**src/rtl/mul_div_sequencer.sv**
```systemverilog
// mul_div_sequencer: iterative 32-cycle mult/multu/div/divu unit owning the HI/LO registers
module mul_div_sequencer #(
  parameter int WIDTH = 32
) (
  input  logic             clk,
  input  logic             rstN,
  input  logic             start,
  input  logic [1:0]       op,
  input  logic [WIDTH-1:0] firstOperand,
  input  logic [WIDTH-1:0] secondOperand,
  input  logic             hiWrite,
  input  logic             loWrite,
  input  logic [WIDTH-1:0] writeData,
  output logic             busy,
  output logic             done,
  output logic [WIDTH-1:0] hi,
  output logic [WIDTH-1:0] lo
);
  localparam int CW = $clog2(WIDTH) + 1;
  typedef enum logic [1:0] {IDLE, CALC, FIXUP} state_t;
  state_t             state;
  logic [CW-1:0]      cnt;
  logic               is_div, neg_q, neg_r;
  logic [WIDTH-1:0]   m;
  logic [2*WIDTH-1:0] prod;
  logic               sa, sb, ge;
  logic [WIDTH-1:0]   am, bm, nrem, q, r;
  logic [WIDTH:0]     sum, part;
  logic [2*WIDTH-1:0] mres;
  // operand magnitudes, one shift-add / shift-subtract step, and final sign correction
  always_comb begin
    sa   = ~op[0] & firstOperand[WIDTH-1];
    sb   = ~op[0] & secondOperand[WIDTH-1];
    am   = sa ? -firstOperand : firstOperand;
    bm   = sb ? -secondOperand : secondOperand;
    sum  = {1'b0, prod[2*WIDTH-1:WIDTH]} + {1'b0, m & {WIDTH{prod[0]}}};
    part = {prod[2*WIDTH-1:WIDTH], prod[WIDTH-1]};
    ge   = part >= {1'b0, m};
    nrem = ge ? part[WIDTH-1:0] - m : part[WIDTH-1:0];
    mres = neg_q ? -prod : prod;
    q    = neg_q ? -prod[WIDTH-1:0] : prod[WIDTH-1:0];
    r    = neg_r ? -prod[2*WIDTH-1:WIDTH] : prod[2*WIDTH-1:WIDTH];
  end
  // control FSM plus datapath; a zero divisor suppresses quotient negation so lo stays all ones
  always_ff @(posedge clk or negedge rstN) begin
    if (!rstN) begin
      state  <= IDLE;
      cnt    <= '0;
      is_div <= 1'b0;
      neg_q  <= 1'b0;
      neg_r  <= 1'b0;
      m      <= '0;
      prod   <= '0;
      busy   <= 1'b0;
      done   <= 1'b0;
      hi     <= '0;
      lo     <= '0;
    end else begin
      done <= 1'b0;
      case (state)
        IDLE: begin
          if (start) begin
            is_div <= op[1];
            neg_q  <= (sa ^ sb) & (|secondOperand);
            neg_r  <= sa;
            m      <= op[1] ? bm : am;
            prod   <= {{WIDTH{1'b0}}, op[1] ? am : bm};
            cnt    <= CW'(WIDTH);
            busy   <= 1'b1;
            state  <= CALC;
          end else begin
            if (hiWrite) hi <= writeData;
            if (loWrite) lo <= writeData;
          end
        end
        CALC: begin
          prod <= is_div ? {nrem, prod[WIDTH-2:0], ge} : {sum, prod[WIDTH-1:1]};
          cnt  <= cnt - 1'b1;
          if (cnt == CW'(1)) state <= FIXUP;
        end
        FIXUP: begin
          hi    <= is_div ? r : mres[2*WIDTH-1:WIDTH];
          lo    <= is_div ? q : mres[WIDTH-1:0];
          done  <= 1'b1;
          busy  <= 1'b0;
          state <= IDLE;
        end
        default: state <= IDLE;
      endcase
    end
  end
endmodule
```
**config.mk**
```make
export PLATFORM = sky130hd
export DESIGN_NAME = mul_div_sequencer
export DESIGN_NICKNAME = d
export VERILOG_FILES = /design/src/rtl/mul_div_sequencer.sv
export SDC_FILE = /design/constraint.sdc
export NUM_CORES = 1
export LEC_CHECK = 0
export BUFFER_PORTS_ARGS = -buffer_cell sky130_fd_sc_hd__buf_4
export CORE_ASPECT_RATIO = 2
export CORE_MARGIN = 2
export CORE_UTILIZATION = 61
export CTS_CLUSTER_SIZE = 10
export DETAILED_ROUTE_END_ITERATION = 8
export PLACE_DENSITY_LB_ADDON = 0.25
export SETUP_SLACK_MARGIN = 0.3
export SYNTH_ARGS = -nofsm -noshare
export SYNTH_HDL_FRONTEND = slang
export SYNTH_SLANG_ARGS = --single-unit
```
**constraint.sdc**
```tcl
create_clock -name clk -period 3.6 [get_ports clk]
set_input_delay 0.18 -clock clk [delete_from_list [all_inputs] [get_ports clk]]
set_output_delay 0.18 -clock clk [all_outputs]
set_load 0.01 [all_outputs]
```
==> run_results.csv, run 1 <==
group,metric,value,unit
run_status,status,"finished clean",
clocking,htreeDepth,4,
logic_synthesis,synthesis.instances,1913,
power_and_ir_drop,irDropWorstVdd,0.473,mV
logic_synthesis,post_synth_mux_area_share,4.45,%
run,max-cap-violations,0,
timing,hold_violations,0,
timing,period_needed,3.27,ns
power_and_ir_drop,share_comb_of_total_power,68.7,%
floorplanning,die_h,224,um
clocking,cts_clock_pin_slew_for_the_worst_setup_and_hold_paths,0.08,ns
timing,fin_tns_setup,0,ns
worst_setup_path,crit_path_end_kind,"flop",
cells_and_area,layout-drive-gt1-share,18.0,%
hold_path,min-delay-path-class,"input port to flop",
logic_synthesis,synth-seq-cells,173,
logic_synthesis,synthAdderAreaFrac,6.20,%
routing,initialDrtViolationCount,1788,
floorplanning,fp.dieArea,25600,um2
logic_synthesis,synth_largest_area_cell,"dfrtp_1",
global_route,groute.usage.overall,44.3,%
timing,max_clock_freq,306,MHz
placed_design,dp.cells,2331,
routing,drt-pass1-iter-count,6,
logic_synthesis,synth_top_cells_by_area,"dfrtp_1, a21oi_1, nor2_1",
worst_setup_path,timing.critical_path.from_type,"flop",
logic_synthesis,yosysSeqAreaShare,29.3,%
logic_synthesis,yosys_warn_count,0,
logic_synthesis,synthXorXnorAreaFrac,9.78,%
worst_setup_path,regToRegStartpoint,"prod[0]",
logic_synthesis,post_synth_and_or_nand_nor_area_fraction,19.4,%
clocking,clock_insertion_delay_worst_skew,0.48,ns
power_and_ir_drop,power.share.sequential,20.7,%
logic_synthesis,yosysMostFrequentCell,"nor2_1",
logic_synthesis,post_synth_num_cell_types,73,
routing,avgViaCountPerCell,6.73,
logic_synthesis,synth-compound-area-share,26.1,%
power_and_ir_drop,clockPowerShare,10.6,%
cells_and_area,layout-area-overhead-vs-synth,20.0,%
worst_setup_path,cp.required,3.94,ns
timing,worst-slew-pin-transition,0.893,ns
worst_setup_path,rrSetupSlack,0.33,ns
global_route,global_route.overflow_total,0,
cells_and_area,finish.cell_count_without_fillers,2393,
power_and_ir_drop,power_switching_share,50.9,%
clocking,cts-root-to-sink-buffers,2,
global_route,grt_max_degree,85,
placed_design,io_buffer_count,168,
timing,finalHoldWorstSlack,0.00649,ns
floorplanning,io_pins,169,
timing,period_share,90.7,%
worst_setup_path,crit_type,"flop to flop",
power_and_ir_drop,power.static_leakage,8.04,nW
logic_synthesis,netlist_area,14800,um2
global_route,grt_antenna_before_repair,4,
logic_synthesis,synth_enable_flop_cells,0,
floorplanning,design.core.area,23800,um2
worst_setup_path,timing.critical_path.to,"prod[59]",
worst_setup_path,crit-reg2reg-capture,"prod[59]",
cells_and_area,final_nets,2262,
global_route,first_global_vias,15700,
placed_design,hpwlAfterDp,44000,um
timing,finClkSkew,0.0174,ns
floorplanning,std_cell_rows,80,
logic_synthesis,largest_family_of_logic_cells_by_synthesized_area,"compound AO/OA/AOI/OAI gates",
placed_design,place.gp.congestion,1.07,
timing,setup_violations,0,
power_and_ir_drop,internal-power,9.19,mW
routing,num_vias,16100,
routing,finalWirelength,57200,um
cells_and_area,nFillCells,1877,
routing,route.detailed.drc,0,
timing,setup_repair_after_global_routing_missed_its_margin,"true",
routing,drtAntennaViolNets,0,
worst_setup_path,largest_fanout_on_the_critical_path,4,
timing,maxSlewHeadroom,40.5,%
clocking,number_of_buffers_created_by_cts,17,
worst_setup_path,worstRegToRegCells,14,
clocking,cts_root_buf,"clkbuf_16",
worst_setup_path,timing.critical_path.arrival,3.60,ns
clocking,cts_tree,"done",
power_and_ir_drop,switching_pwr,9.54,mW
logic_synthesis,synthArstFlopShare,100,%
floorplanning,initial_core_util,62.0,%
floorplanning,fp.dieW,114,um
logic_synthesis,netlist.area_leader.share,29.3,%
global_route,grt_first_pass_wirelength,85800,um
logic_synthesis,postSynth.topFlopCell,"dfrtp_1",
routing,routedWlPerCell,23.9,um
power_and_ir_drop,power_per_standard_cell_area,1060,nW/um2
clocking,cts_num_sinks,173,
logic_synthesis,commonest_cells_in_the_netlist,"nor2_1, a21oi_1, nand2_1",
timing,slew_viol_final,0,
worst_setup_path,timing.critical_path.from,"prod[0]",
logic_synthesis,synth.net_count,2088,
logic_synthesis,syn_area_per_cell,7.72,um2
## per-stage QoR
step | worst slack (ns) | utilization (%) | cell area (um2) | power (mW)
3_5_place_dp | 0.196 | 69.9 | 16600 | 15.8
6_report | 0.335 | 74.4 | 17700 | 18.7
5_1_grt | 0.199 | 74.4 | 17700 | 19.8
4_1_cts | 0.300 | 73.3 | 17500 | 17.9
2_1_floorplan | 0.413 | - | 14800 | 11.6
3_3_place_gp | 0.211 | 69.9 | 16600 | 15.5
## kinds of logic after synthesis
logic type	Yosys count
buffers and inverters	180
xor gates and xnor gates	165
adders and majority gates	72
DFF	173
AOI/OAI and AO/OA	627
muxes	64
and+or+nand+nor	632
## final cells by class
type,instances,area [um2],share of cell area (%)
inverter,62,235,1.33
tap,287,359,2.03
multi-input combinational,1560,9980,56.3
antenna,6,15.0,0.0847
clock inverter,14,191,1.08
clock buffer,18,439,2.48
timing repair buffer,273,2170,12.2
sequential,173,4340,24.5
## worst min path at each step
stage / depth (start not counted) / start / endpoint
floorplan: 0 / rstN / busy
global placement: 1 / rstN / prod[60]
detailed placement: 1 / rstN / prod[60]
CTS: 3 / writeData[23] / hi[23]
global route: 3 / writeData[30] / hi[30]
finish: 3 / writeData[23] / hi[23]
## registers in the layout, indices dropped and copies added, names as in the netlist
signal,count
busy,1
cnt,6
done,1
hi,32
is_div,1
lo,32
m,32
neg_q,1
neg_r,1
prod,64
state,2
## power groups by stage
stage | registers [mW] | logic [mW] | clock network (mW)
floorplan | 3.78 | 7.80 | 0
global placement | 3.81 | 11.7 | 0
detailed placement | 3.85 | 11.9 | 0
CTS | 3.80 | 12.2 | 1.97
global route | 3.95 | 13.8 | 2.05
finish | 3.88 | 12.9 | 1.98
## layer usage
layer  vias up  share of wire [%]  GRT usage, %
met5         -                  0             0
li1       7227                  -             -
met4         0                 12          41.1
met2       959                 49          75.5
met1      7517                 32          43.7
met3       391                7.4          9.60
## what timing repair did
item,CTS,global route
pin swaps,4,21
setup endpoints to repair,17,47
hold buffers,9,0
endpoints found under the hold margin,79,0
cloned,0,2
setup buffers,8,5
resized for setup,9,45
## layout by cell type, fill, tap and decap left out, types with 8 or more instances in the layout
cell,count
o21a_1,16
o221ai_1,10
ha_1,66
a22o_1,8
clkbuf_16,19
nand2_1,195
mux2i_1,51
inv_1,57
xnor2_1,70
nor3_1,26
dlygate4sd3_1,9
nor2_1,240
a21o_1,36
a21oi_1,194
o41ai_1,12
a31oi_1,37
a21boi_0,8
o211ai_1,13
o21ai_0,161
o22ai_1,8
o31ai_1,29
nand4_1,10
a211oi_1,11
nor4_1,17
and3_1,14
mux2_2,13
nand2b_1,11
o21ai_1,9
buf_4,255
a22oi_1,8
or3_1,22
nand3_1,20
dfrtp_1,167
xor2_1,95
a221oi_1,9
nor2b_1,17
## critical path: stages (launching register included)
cell and delay (ns):
dfrtp_2 0.40, and2_1 0.16, ha_1 0.19, inv_1 0.06
fa_1 0.41, nor2b_1 0.25, o31ai_2 0.13, a211oi_2 0.26
nor3_1 0.10, buf_4 0.17, a21oi_2 0.19, a31o_2 0.22
xor2_1 0.07, a222oi_1 0.37, o41ai_2 0.15
(Power assumes the default switching activity.)
==> run 2, diff against run 1 <==
==> constraint.sdc (replaced) <==
create_clock -name clk -period 3.2 [get_ports clk]
set_input_delay 0.16 -clock clk [delete_from_list [all_inputs] [get_ports clk]]
set_output_delay 0.16 -clock clk [all_outputs]
set_load 0.01 [all_outputs]
==> run 2 against run 1 <==
The flow now stops in global routing (5_1_grt). Synthesized cell count did not move. Synthesized area did not move.
==> run_results.csv, run 2 <==
group,metric,value,unit
run_status,status,"aborted with a tool error",
run_status,failing_step,"global routing (5_1_grt)",
run_status,stop_error,"[ERROR GRT-0232] Routing congestion too high. Check the congestion heatmap in the GUI.",
clocking,cts-root-to-sink-buffers,2,
placed_design,hpwlAfterDp,46500,um
logic_synthesis,synth-seq-cells,173,
logic_synthesis,postSynth.topFlopCell,"dfrtp_1",
placed_design,place_ws,-0.294,ns
logic_synthesis,post_synth_num_cell_types,73,
logic_synthesis,syn_area_per_cell,7.72,um2
logic_synthesis,yosysMostFrequentCell,"nor2_1",
floorplanning,die_h,224,um
logic_synthesis,netlist_area,14800,um2
logic_synthesis,commonest_cells_in_the_netlist,"nor2_1, a21oi_1, nand2_1",
logic_synthesis,synthArstFlopShare,100,%
clocking,number_of_buffers_created_by_cts,17,
timing,grt-worst-endpoint,"prod[59]$_DFFE_PN0P_/D",
logic_synthesis,yosysSeqAreaShare,29.3,%
floorplanning,initial_core_util,62.0,%
floorplanning,std_cell_rows,80,
global_route,global_route.overflow_total,173,
clocking,cts_num_sinks,173,
clocking,cts_root_buf,"clkbuf_16",
floorplanning,fp.dieW,114,um
logic_synthesis,synth_enable_flop_cells,0,
global_route,grt_max_degree,72,
logic_synthesis,yosys_warn_count,0,
logic_synthesis,synth_top_cells_by_area,"dfrtp_1, a21oi_1, nor2_1",
global_route,groute.usage.overall,71.8,%
clocking,htreeDepth,4,
logic_synthesis,synthesis.instances,1913,
logic_synthesis,synth_largest_area_cell,"dfrtp_1",
placed_design,io_buffer_count,168,
floorplanning,io_pins,169,
placed_design,place.gp.congestion,1.09,
logic_synthesis,synth.net_count,2088,
timing,worst-ep-kind,"register data pin",
logic_synthesis,netlist.area_leader.share,29.3,%
==> run 2: cell counts after synthesis <==
No cell type changed its count.
==> run 2: layer usage <==
metal,track usage [%],overflow
met5,6.26,0
met3,47.1,5
met1,69.4,1
met4,80.5,63
met2,94.1,104
==> run 2: stage by stage <==
step	hold WS [ns]	instance area, um2	cells
2_1_floorplan	-0.136	14900	1913
3_3_place_gp	0.111	17700	2463
3_5_place_dp	0.119	17700	2463
4_1_cts	0.00229	19900	2570
==> run 2: timing repair <==
item	in CTS
hold endpoints to repair	57
setup endpoints to repair	70
gates cloned	3
hold buffers	15
setup buffers	57
resized for setup	196
pin swaps	104
==> run 2: kinds of logic after synthesis <==
family,Yosys count,share of synthesized area [%]
compound gates,627,26.1
xor+xnor,165,9.78
fa+ha+maj,72,6.20
buf+inv,180,4.71
flops,173,29.3
mux,64,4.45
simple gates,632,19.4
==> run 3, diff against run 2 <==
==> config.mk (replaced) <==
export PLATFORM = sky130hd
export DESIGN_NAME = mul_div_sequencer
export DESIGN_NICKNAME = d
export VERILOG_FILES = /design/src/rtl/mul_div_sequencer.sv
export SDC_FILE = /design/constraint.sdc
export NUM_CORES = 1
export LEC_CHECK = 0
export BUFFER_PORTS_ARGS = -buffer_cell sky130_fd_sc_hd__buf_4
export CORE_MARGIN = 2
export CORE_UTILIZATION = 40
export DETAILED_ROUTE_END_ITERATION = 8
export PLACE_DENSITY_LB_ADDON = 0.15
export SYNTH_ARGS = -nofsm -noshare
export SYNTH_HDL_FRONTEND = slang
export SYNTH_SLANG_ARGS = --single-unit
==> run 3 against run 2 <==
The flow now finishes without violations.
==> run_results.csv, run 3 (same netlist as run 1, synthesis figures left out) <==
group,metric,value,unit
run_status,status,"finished clean",
timing,max_clock_freq,314,MHz
power_and_ir_drop,power.static_leakage,8.83,nW
power_and_ir_drop,irDropWorstVdd,0.583,mV
timing,worst-slew-pin-transition,0.860,ns
worst_setup_path,rrSetupSlack,0.02,ns
timing,slew_viol_final,0,
worst_setup_path,slowest_delay,0.41,ns
cells_and_area,ff_latch_area,4330,um2
floorplanning,io_pins,169,
cells_and_area,multi_input_area,10300,um2
clocking,cts-root-to-sink-buffers,2,
floorplanning,initial_core_util,40.5,%
placed_design,place_ws,-0.273,ns
worst_setup_path,critical_path_cell_count,16,
routing,finalWirelength,56800,um
global_route,groute.usage.overall,29.3,%
routing,num_vias,15500,
routing,routedWlPerCell,20.9,um
worst_setup_path,crit_type,"flop to flop",
worst_setup_path,cp.required,3.53,ns
cells_and_area,final_core_utilization,53.0,%
cells_and_area,antennaDiodeCount,0,
global_route,grt_antenna_before_repair,0,
timing,period_share,99.5,%
clocking,number_of_buffers_created_by_cts,17,
timing,maxSlewHeadroom,42.7,%
global_route,grt_max_degree,86,
worst_setup_path,crit_path_frequent_cell,"buf_4",
worst_setup_path,regToRegStartpoint,"prod[0]",
worst_setup_path,top_delay_family_on_crit_path,"compound AO/OA/AOI/OAI gates",
routing,route.detailed.drc,0,
worst_setup_path,timing.critical_path.to,"prod[61]",
placed_design,place.gp.congestion,0.973,
timing,postLayoutSetupSlackWorst,0.0161,ns
floorplanning,fp.dieArea,38500,um2
run,max-cap-violations,0,
cells_and_area,largest_register_ffs,64,
power_and_ir_drop,report.power.total,22.6,mW
timing,setup_violations,0,
worst_setup_path,timing.critical_path.arrival,3.52,ns
worst_setup_path,worst_path_max_delay_cell,"dfrtp_1",
floorplanning,die_h,196,um
timing,finClkSkew,0.0148,ns
routing,initialDrtViolationCount,1316,
cells_and_area,final_nets,2413,
floorplanning,design.core.area,36500,um2
timing,hold_violations,0,
clocking,cts_clock_pin_slew_for_the_worst_setup_and_hold_paths,0.07,ns
clocking,htreeDepth,4,
worst_setup_path,crit_chain,"buf_4, and2_1, ha_2, inv_1, fa_2, nor2b_4, o31ai_2, buf_4, a211oi_4, nor3_2, buf_4, a21oi_4, a31o_4, a31oi_4, xnor2_1, a221o_1",
timing,setup_repair_after_global_routing_missed_its_margin,"true",
worst_setup_path,worstPathBufferInverterCount,4,
cells_and_area,layout-area-overhead-vs-synth,31.1,%
worst_setup_path,worstRegToRegCells,16,
clocking,cts_num_sinks,173,
global_route,global_route.overflow_total,0,
hold_path,min-delay-path-class,"input port to flop",
cells_and_area,layout-drive-gt1-share,25.2,%
floorplanning,std_cell_rows,70,
routing,drt-pass1-iter-count,5,
timing,period_needed,3.18,ns
global_route,first_global_vias,14800,
floorplanning,fp.dieW,196,um
cells_and_area,layout.cells.most_common,"buf_4",
power_and_ir_drop,power_per_standard_cell_area,1170,nW/um2
worst_setup_path,timing.critical_path.from,"prod[0]",
cells_and_area,nFillCells,3563,
placed_design,io_buffer_count,168,
clocking,cts_tree,"done",
global_route,grt_first_pass_wirelength,86600,um
worst_setup_path,crit-reg2reg-capture,"prod[61]",
placed_design,hpwlAfterDp,44500,um
routing,avgViaCountPerCell,5.70,
worst_setup_path,timing.critical_path.from_type,"flop",
routing,drtAntennaViolNets,0,
clocking,clock_insertion_delay_worst_skew,0.46,ns
cells_and_area,largest_register,"prod",
cells_and_area,top_library_cells_by_usage_in_the_layout_fill_and_taps_aside,"buf_4, nor2_1, nand2_1",
worst_setup_path,largest_fanout_on_the_critical_path,4,
clocking,cts_root_buf,"clkbuf_16",
worst_setup_path,crit_path_end_kind,"flop",
==> run 3: worst min-delay path by stage <==
stage | from | endpoint | cells after the start
2_1_floorplan | rstN | busy | 0
3_3_place_gp | rstN | lo[6] | 1
3_5_place_dp | rstN | lo[6] | 1
4_1_cts | writeData[26] | hi[26] | 3
5_1_grt | secondOperand[31] | neg_q | 3
6_report | writeData[23] | hi[23] | 3
==> run 3: tightest hold or removal path, cell delays in order <==
cell and delay (ns):
buf_4 0.12, o22ai_1 0.07, a21oi_1 0.10
==> run 3: per-stage QoR <==
stage	instance area (um2)	TNS, ns	hold WS [ns]	std cells
floorplan	14800	0	-0.136	1913
global placement	18000	-1.76	0.295	2656
detailed placement	18000	-1.22	0.297	2656
CTS	18900	-0.00831	0.0282	2700
global route	19400	-0.724	0.0463	2718
finish	19400	0	0.0423	2718
==> run 3: area by class of cell <==
class	instances	share of cell area (%)
clock buffer	17	2.20
clock inverter	14	0.892
inverter	62	1.21
multi-input combinational	1561	53.0
sequential	173	22.4
tap	468	3.02
timing repair buffer	423	17.3
==> run 3: what timing repair did <==
action	4_1_cts	5_1_grt
setup buffers	6	18
setup endpoints to repair	29	54
hold endpoints to repair	88	0
gates cloned	1	1
gates resized for setup	33	87
hold buffers	6	0
pin swaps	12	39
==> run 3: power by group <==
part | internal, mW | switching, mW | total [mW]
sequential | 3.25 | 0.946 | 4.20
clock | 1.12 | 1.05 | 2.17
combinational | 7.46 | 8.82 | 16.3
==> run 3: routing by layer <==
metal | up-vias | part of all wire, % | GRT usage (%)
met3 | 91 | 5.3 | 2.75
met5 | - | 0 | 0
met2 | 509 | 46 | 47.8
li1 | 7508 | - | -
met4 | 0 | 3.5 | 10.7
met1 | 7396 | 46 | 40.4
==> run 4, diff against run 3 <==
--- a/config.mk
+++ b/config.mk
@@ -7,9 +7,8 @@
 export LEC_CHECK = 0
 export BUFFER_PORTS_ARGS = -buffer_cell sky130_fd_sc_hd__buf_4
 export CORE_MARGIN = 2
-export CORE_UTILIZATION = 40
+export CORE_UTILIZATION = 30
 export DETAILED_ROUTE_END_ITERATION = 8
-export PLACE_DENSITY_LB_ADDON = 0.15
 export SYNTH_ARGS = -nofsm -noshare
 export SYNTH_HDL_FRONTEND = slang
 export SYNTH_SLANG_ARGS = --single-unit
==> run 4 against run 3 <==
The run now ends with negative setup slack left. Cell area is 1.5% lower. Core utilization is 14 points lower. Die area grew 33%. Power fell by 4.9%. Clock skew is essentially flat. Largest power group unchanged. First-iteration DRC count down 2.1%. Register-to-register slack worse by 0.03 ns.
==> run_results.csv, run 4 (same netlist as run 1, synthesis figures left out) <==
group,metric,value,unit
floorplanning,fp.dieArea,51000,um2
worst_setup_path,timing.critical_path.from,"prod[5]",
power_and_ir_drop,report.power.total,21.5,mW
power_and_ir_drop,irDropWorstVdd,0.534,mV
placed_design,hpwlAfterDp,44700,um
placed_design,dp.cells,2824,
timing,max_clock_freq,311,MHz
worst_setup_path,largest_fanout_on_the_critical_path,3,
hold_path,worstHoldStart,"writeData[19]",
routing,routedWlPerCell,19.4,um
run_status,violations,"negative setup slack",
routing,initialDrtViolationCount,1288,
placed_design,dpl_cell_area,18000,um2
timing,slew_viol_final,0,
timing,setup_repair_after_global_routing_missed_its_margin,"true",
clocking,cts_clock_pin_slew_for_the_worst_setup_and_hold_paths,0.08,ns
global_route,groute.usage.overall,21.5,%
cells_and_area,final_core_utilization,39.1,%
hold_path,min-delay-path-class,"input port to flop",
routing,finalWirelength,55700,um
power_and_ir_drop,switching_pwr,10.5,mW
floorplanning,fp.dieW,226,um
cells_and_area,layout-area-overhead-vs-synth,29.1,%
floorplanning,initial_core_util,30.3,%
timing,period_needed,3.21,ns
clocking,cts_root_buf,"clkbuf_16",
cells_and_area,layout.cells.most_common,"buf_4",
power_and_ir_drop,clockPowerShare,9.5,%
cells_and_area,layout-drive-gt1-share,23.3,%
floorplanning,std_cell_rows,81,
global_route,first_global_vias,14700,
worst_setup_path,timing.critical_path.arrival,3.52,ns
placed_design,place.gp.congestion,0.969,
power_and_ir_drop,power.static_leakage,8.55,nW
power_and_ir_drop,power.share.sequential,19.7,%
clocking,cts-root-to-sink-buffers,2,
cells_and_area,antennaDiodeCount,0,
timing,period_share,100,%
cells_and_area,nFillCells,4946,
power_and_ir_drop,internal-power,11.1,mW
cells_and_area,largest_register,"prod",
routing,drtAntennaViolNets,0,
timing,hold_violations,0,
worst_setup_path,cp.required,3.51,ns
routing,avgViaCountPerCell,5.38,
global_route,grt_max_degree,67,
run_status,status,"complete, but fails checks",
clocking,cts_num_sinks,173,
worst_setup_path,regToRegStartpoint,"prod[5]",
routing,route.detailed.drc,0,
placed_design,io_buffer_count,168,
global_route,grt_antenna_before_repair,0,
cells_and_area,top_library_cells_by_usage_in_the_layout_fill_and_taps_aside,"buf_4, nor2_1, nand2_1",
power_and_ir_drop,power_per_standard_cell_area,1130,nW/um2
timing,finClkSkew,0.0150,ns
power_and_ir_drop,power_switching_share,48.6,%
routing,drt-pass1-iter-count,7,
clocking,clock_insertion_delay_worst_skew,0.45,ns
worst_setup_path,crit_type,"flop to flop",
floorplanning,die_h,226,um
cells_and_area,finalInstanceArea,19100,um2
global_route,grt_first_pass_wirelength,84400,um
power_and_ir_drop,share_comb_of_total_power,70.9,%
cells_and_area,largest_register_ffs,64,
routing,num_vias,15400,
cells_and_area,finish.cell_count_without_fillers,2869,
clocking,number_of_buffers_created_by_cts,17,
global_route,global_route.overflow_total,0,
timing,maxSlewHeadroom,40.2,%
cells_and_area,final_nets,2367,
clocking,htreeDepth,4,
floorplanning,design.core.area,48700,um2
run,max-cap-violations,0,
worst_setup_path,crit_path_end_kind,"flop",
floorplanning,io_pins,169,
timing,worst-slew-pin-transition,0.894,ns
timing,postLayoutSetupSlackWorst,-0.0146,ns
timing,setup_violations,1,
worst_setup_path,timing.critical_path.from_type,"flop",
clocking,cts_tree,"done",
-- run 4: cell types whose count changed in the layout (fill, tap and decap cells not counted), moves of 3 or more --
cell | previous run | this run
buf_4 | 399 | 363
buf_12 | 9 | 4
o31ai_1 | 26 | 30
o31ai_2 | 6 | 2
inv_6 | 1 | 4
inv_8 | 6 | 3
-- run 4: power groups by stage --
stage          combinational (mW)  sequential [mW]  clock [mW]
2_1_floorplan                8.77             4.25           0
3_3_place_gp                 14.2             4.23           0
3_5_place_dp                 14.4             4.25           0
4_1_cts                      14.6             4.21        2.06
5_1_grt                      16.7             4.35        2.15
6_report                     15.3             4.24        2.04
-- run 4: timing repair --
action / 4_1_cts / 5_1_grt
gates resized for setup: 22 / 79
hold endpoints to repair: 68 / 0
setup endpoints to repair: 22 / 49
buffers inserted: 1 / 6
hold buffers: 6 / 0
pin swaps: 6 / 32
-- run 4: worst paths after layout --
check | endpoint | slack [ns] | cells after the start
setup / recovery | hi[17] | -0.01 | 9
hold / removal | lo[19] | 0.04 | 3
setup reg to reg | hi[17] | -0.01 | 9
hold reg to reg | m[21] | 0.48 | 2
max in group asynchronous | prod[36] | 1.95 | 3
min in group asynchronous | lo[5] | 0.28 | 2
-- run 4: through the flow --
| stage | setup slack [ns] | hold slack (ns) | setup TNS [ns] |
|---|---|---|---|
| finish | -0.0146 | 0.0374 | -0.0146 |
| CTS | -0.0464 | 0.0237 | -0.0464 |
| floorplan | 0.0135 | -0.136 | 0 |
| global placement | -0.248 | 0.197 | -1.33 |
| detailed placement | -0.321 | 0.201 | -1.70 |
| global route | -0.0882 | 0.0320 | -0.681 |
-- run 4: layout make-up --
type | instances | area [um2] | share of cell area, %
clock buffer | 19 | 433 | 2.27
multi-input combinational | 1560 | 10200 | 53.5
sequential | 173 | 4330 | 22.7
timing repair buffer | 378 | 2920 | 15.3
clock inverter | 13 | 124 | 0.650
tap | 664 | 831 | 4.36
inverter | 62 | 233 | 1.22
-- run 4: routing by layer --
metal | up-vias | routed length, um | global-route usage [%]
met5 | - | 0 | 0
met4 | 0 | 2120 | 8.35
met3 | 93 | 3360 | 3.14
met2 | 563 | 25800 | 36.0
met1 | 7357 | 24400 | 27.9
li1 | 7418 | - | -
-- run 4: critical path: stages, from the launching register on --
cell,delay (ns)
dfrtp_1,0.38
or4_4,0.54
or4_4,0.44
or3_4,0.43
or3_4,0.36
or2_4,0.27
o21a_1,0.20
a31oi_4,0.17
xor2_2,0.20
o21ai_1,0.08
